===== config.mk =====
export PLATFORM = sky130hd
export DESIGN_NAME = mem_port_arbiter
export DESIGN_NICKNAME = d
export VERILOG_FILES = /design/src/rtl/mem_port_arbiter.sv
export SDC_FILE = /design/constraint.sdc
export NUM_CORES = 1
export LEC_CHECK = 0
export ABC_CLOCK_PERIOD_IN_PS = 4650
export CORE_AREA = 2 2 121 123
export CTS_CLUSTER_DIAMETER = 100
export DETAILED_ROUTE_END_ITERATION = 8
export DIE_AREA = 0 0 123 125
export SLEW_MARGIN = 30
export SYNTH_ARGS = -nofsm -noshare
export SYNTH_HDL_FRONTEND = slang
export SYNTH_SLANG_ARGS = --single-unit
export TNS_END_PERCENT = 1

===== constraint.sdc =====
create_clock -name clk -period 4.65 [get_ports clk]
set_clock_uncertainty 0.15 [all_clocks]
set_input_delay 0.93 -clock clk [delete_from_list [all_inputs] [get_ports clk]]
set_output_delay 0.93 -clock clk [all_outputs]
set_load 0.01 [all_outputs]

===== src/rtl/mem_port_arbiter.sv =====
// Two-master arbiter onto a single memory port: writes complete in one cycle,
// reads hold the port for a second cycle while the read data returns.
module mem_port_arbiter #(
  parameter bit RR_EN = 1'b1
) (
  input  logic        clk,
  input  logic        rst,
  input  logic        m0_req,
  input  logic        m1_req,
  input  logic        m0_we,
  input  logic        m1_we,
  input  logic [31:0] m0_addr,
  input  logic [31:0] m1_addr,
  input  logic [31:0] m0_wdata,
  input  logic [31:0] m1_wdata,
  output logic        m0_gnt,
  output logic        m1_gnt,
  output logic        m0_rvalid,
  output logic        m1_rvalid,
  output logic [31:0] m0_rdata,
  output logic [31:0] m1_rdata,
  output logic        mem_write,
  output logic        mem_read,
  output logic [31:0] mem_addr,
  output logic [31:0] mem_wdata,
  input  logic [31:0] mem_rdata,
  output logic        busy,
  output logic [15:0] conflict_cnt
);

  localparam int unsigned DW = 32;
  localparam int unsigned CW = 16;

  localparam logic [0:0] IDLE    = 1'b0;
  localparam logic [0:0] RD_WAIT = 1'b1;

  localparam logic M0 = 1'b0;
  localparam logic M1 = 1'b1;

  localparam logic [CW-1:0] CNT_MAX = '1;

  logic [0:0]    state_q, state_d;
  logic          last_win_q, last_win_d;
  logic          owner_q, owner_d;
  logic          rvalid_q, rvalid_d;
  logic [CW-1:0] cnt_q, cnt_d;
  logic          gnt0_c, gnt1_c, any_gnt_c, win_we_c;

  // Arbitration, next-state and conflict counting
  always_comb begin
    state_d    = state_q;
    last_win_d = last_win_q;
    owner_d    = owner_q;
    rvalid_d   = 1'b0;
    cnt_d      = cnt_q;
    gnt0_c     = 1'b0;
    gnt1_c     = 1'b0;

    case (state_q)
      IDLE: begin
        if (!rst) begin
          if (m0_req && m1_req) begin
            if (RR_EN && (last_win_q == M0)) gnt1_c = 1'b1;
            else                             gnt0_c = 1'b1;
            if (cnt_q != CNT_MAX) cnt_d = cnt_q + CW'(1);
          end else begin
            gnt0_c = m0_req;
            gnt1_c = m1_req;
          end
        end
      end
      RD_WAIT: state_d = IDLE;
      default: state_d = IDLE;
    endcase

    any_gnt_c = gnt0_c | gnt1_c;
    win_we_c  = gnt1_c ? m1_we : m0_we;

    if (any_gnt_c) begin
      last_win_d = gnt1_c;
      if (!win_we_c) begin
        state_d  = RD_WAIT;
        owner_d  = gnt1_c;
        rvalid_d = 1'b1;
      end
    end
  end

  always_ff @(posedge clk or posedge rst) begin
    if (rst) begin
      state_q    <= IDLE;
      last_win_q <= M1;
      owner_q    <= M0;
      rvalid_q   <= 1'b0;
      cnt_q      <= '0;
    end else begin
      state_q    <= state_d;
      last_win_q <= last_win_d;
      owner_q    <= owner_d;
      rvalid_q   <= rvalid_d;
      cnt_q      <= cnt_d;
    end
  end

  assign m0_gnt    = gnt0_c;
  assign m1_gnt    = gnt1_c;
  assign mem_write = any_gnt_c & win_we_c;
  assign mem_read  = any_gnt_c & ~win_we_c;
  assign mem_addr  = gnt1_c ? m1_addr  : (gnt0_c ? m0_addr  : '0);
  assign mem_wdata = gnt1_c ? m1_wdata : (gnt0_c ? m0_wdata : '0);

  // Read return is steered by the owner captured at grant time
  assign m0_rvalid = rvalid_q & (owner_q == M0);
  assign m1_rvalid = rvalid_q & (owner_q == M1);
  assign m0_rdata  = m0_rvalid ? mem_rdata : DW'(0);
  assign m1_rdata  = m1_rvalid ? mem_rdata : DW'(0);

  assign busy         = (state_q == RD_WAIT);
  assign conflict_cnt = cnt_q;

endmodule


==> results of run 1 <==
[through the flow]
| stage | util | setup WS (ns) | instances | area, um2 | power, W |
|---|---|---|---|---|---|
| 2_1_floorplan | - | 1.64 | 241 | 2040 | 0.000437 |
| 3_3_place_gp | 0.382 | 0.500 | 725 | 5420 | 0.000838 |
| 3_5_place_dp | 0.382 | 0.461 | 725 | 5420 | 0.000844 |
| 4_1_cts | 0.387 | 0.456 | 729 | 5500 | 0.00102 |
| 5_1_grt | 0.387 | 0.288 | 729 | 5500 | 0.00107 |
| 6_report | 0.387 | 0.467 | 729 | 5500 | 0.00101 |
[logic make-up (layout without fill, tap and decap cells)]
group / Yosys count / count (layout)
AO/OA/AOI/OAI: 73 / 73
multiplexers: 1 / 1
adder cells (fa/ha/maj): 1 / 1
AND/OR/NAND/NOR: 105 / 105
flip-flops: 19 / 19
XOR/XNOR: 14 / 14
buffers and inverters: 28 / 332
[final cells by class]
cell class              instances  area, um2
clock buffers                   4       78.8
fillers                      1375       8700
inverters                       5       18.8
multi-input cells             194       1460
flip-flops and latches         19        477
well taps                     184        230
repair buffers                323       3240
[worst min path at each step]
stage                      end  slack (ns)  cells after the start
finish              last_win_q        0.33                      2
global route        last_win_q        0.36                      2
CTS                 last_win_q        0.33                      2
detailed placement  last_win_q        0.32                      2
global placement    last_win_q        0.30                      2
floorplan           last_win_q        0.29                      2
[cells in the mapped netlist]
cell type	n
and4bb_2	1
nand4_4	1
and3_1	32
a22o_1	65
and2_1	33
nor2b_2	1
inv_1	5
nand4_2	1
nor4_2	1
o21ai_0	3
nor3b_1	1
and4_1	1
nor4_1	3
nand2_1	9
xnor2_1	1
nor2_1	3
a21oi_1	1
nand2b_1	1
mux2_1	1
or4_4	1
nor2b_1	1
nand4_1	1
nand3_4	1
o41a_1	1
ha_1	1
a211oi_1	2
nor3_1	4
buf_1	1
dfstp_2	1
buf_2	5
clkbuf_1	17
nand3_1	7
xor2_1	13
nor4_4	1
nor4b_1	1
dfrtp_1	18
o22ai_1	1
[sequential cells by signal, indices dropped and copies added (netlist names)]
register,cells
conflict_cnt,16
last_win_q,1
owner_q,1
rvalid_q,1
[placed cells by master, fill, tap and decap left out, types with 2 or more instances in the layout]
cell type        instances
a211oi_1                 2
inv_1                    3
nor2_1                   3
nand3_1                  7
inv_2                    2
and3_1                  32
nand2_1                  9
nor3_1                   4
xor2_1                  13
buf_12                   2
buf_4                    5
a22o_1                  65
and2_1                  33
clkdlybuf4s50_1        316
clkbuf_16                3
nor4_1                   3
dfrtp_1                 18
o21ai_0                  3
[worst register-to-register path: stages, from the launching register on]
cell and delay, ns:
dfrtp_1 0.43, ha_1 0.26, nand3_1 0.14, nor4_4 0.43, nor2b_2 0.12, mux2_1 0.33
[where the power goes]
part	internal [W]	switching, W
clock	0.000117	0.0000601
combinational	0.000371	0.000236
sequential	0.000191	0.0000390
total	0.000678	0.000335
[routing by layer]
layer  part of all wire  vias up  track usage
li1                   -     1522            -
met1               0.37     1494        0.162
met2               0.53      197        0.284
met3              0.092       11       0.0292
met4             0.0099        0       0.0180
met5                  0        -            0
==> run_results.csv, run 1 <==
group,metric,value,unit
run_status,status,"complete, no violations",
drt,route.detailed.drc,0,
global_routing,track_usage,0.145,
placement,port_buffers,316,
worst_setup_path,reg2reg_slack,2.69,ns
yosys,synth_largest_area_cell,"a22o_1",
drt,wl_per_cell,16.7,um
yosys,yosys.area_share.simple,0.336,
yosys,syn_avg_cell_area,8.48,um2
global_routing,overflow,0,
yosys,synth_top_family_by_area,"simple AND/OR/NAND/NOR gates",
drt,dr.pass1.iters,4,
drt,viasPerCell,4.42,
yosys,ys_ff_latch,19,
yosys,yosysTopAreaCellShare,0.279,
sta,max_slew_margin,0.507,
floorplan,row_count,44,
clock_tree,cts.root.buffer_cell,"clkbuf_16",
run,drv_cap,0,
worst_setup_path,crit_buf_inv,4,
layout,drive_gt1_frac,0.0385,
worst_setup_path,worst_r2r_endpoint,"conflict_cnt[1]",
yosys,ys_types,37,
min_path,hp-start,"last_win_q",
sta,finalHoldViolCount,0,
worst_setup_path,start_kind,"primary input",
clock_tree,clk_latency,0.25,ns
clock_tree,hold_buffers,0,
drt,ant_nets,0,
sta,fin_crit_sh,0.900,
sta,drv_slew,0,
worst_setup_path,r2r_cells,5,
sta,hold_ws,0.328,ns
floorplan,start_util,0.144,
pwr,cellPowerDensity,184,nW/um2
yosys,synth-seq-area-share,0.233,
placement,dp_hpwl,10.4,mm
sta,grt_setup_unrepaired,"false",
yosys,synth.cell_area,2040,um2
worst_setup_path,path_delay_family,"buffers and inverters",
clock_tree,cts_resized,0,
layout,fin_nets,713,
sta,fin_crit,4.18,ns
worst_setup_path,critPathCaptureType,"output pin",
floorplan,die_h,125,um
sta,setup_viol_count_final,0,
yosys,synthAdderAreaFrac,0.00612,
worst_setup_path,cp.arrival,3.10,ns
yosys,synth_nets,408,
yosys,synth_compound_area_frac,0.304,
pwr,power_leakage,2.27,nW
worst_setup_path,critical_path.max_fanout,32,
layout,num_antenna_cells,0,
clock_tree,post-cts-setup-buffers,0,
layout,syn2layout_area_growth,169,%
drt,drt-total-wl,12.2,mm
floorplan,core_area,14200,um2
global_routing,antenna_found_initial,0,
floorplan,die_area,15400,um2
worst_setup_path,slowest_delay,0.55,ns
yosys,muxShareOfSynthArea,0.00551,
yosys,synth-xor-area-share,0.0600,
sta,tightestPinTransition,0.738,ns
yosys,synth_area_leaders,"a22o_1, dfrtp_1, and2_1",
drt,drtIter0Drc,92,
worst_setup_path,startpoint,"rst",
global_routing,grt_first_pass_wirelength,17.4,mm
yosys,synthCells,241,
clock_tree,clk_pin_slew_worst_paths,0.05,ns
clock_tree,clock_path_buffers,2,
floorplan,io_pins,317,
floorplan,die_w,123,um
placement,routabilityCongestion,0.944,
min_path,worst_hold_path_type,"register to register",
worst_setup_path,rr_startpoint,"conflict_cnt[0]",
clock_tree,cts_max_level,1,
drt,num_vias,3224,
worst_setup_path,crit_path_frequent_cell,"clkdlybuf4s50_1",
clock_tree,cts_sinks,19,
worst_setup_path,crit_type,"primary input to output pin",
worst_setup_path,cp.required,3.57,ns
global_routing,grt_pass1_vias,3139,
worst_setup_path,path_cells,"clkdlybuf4s50_1 -> nor2_1 -> nand3_1 -> inv_2 -> buf_12 -> a22o_1 -> clkdlybuf4s50_1",
worst_setup_path,critPathCapture,"mem_addr[19]",
global_routing,grt_max_degree,37,
clock_tree,numCtsBuffers,3,
worst_setup_path,path_depth,7,
yosys,synth_warnings,0,
sta,max_freq,239,MHz
pwr,ir_drop,0.127,mV
worst_setup_path,slowest_stage,"clkdlybuf4s50_1",
clock_tree,cts_tree,"yes",
sta,final.setup.tns,0,ns
No activity file was read; power rests on OpenSTA's default activity.
==> run 2: changes to the inputs <==
Settings changed: CTS_CLUSTER_SIZE set to 40.
==> results of run 2 <==
The final DEF is identical to that of run 1; final timing and power are the same.
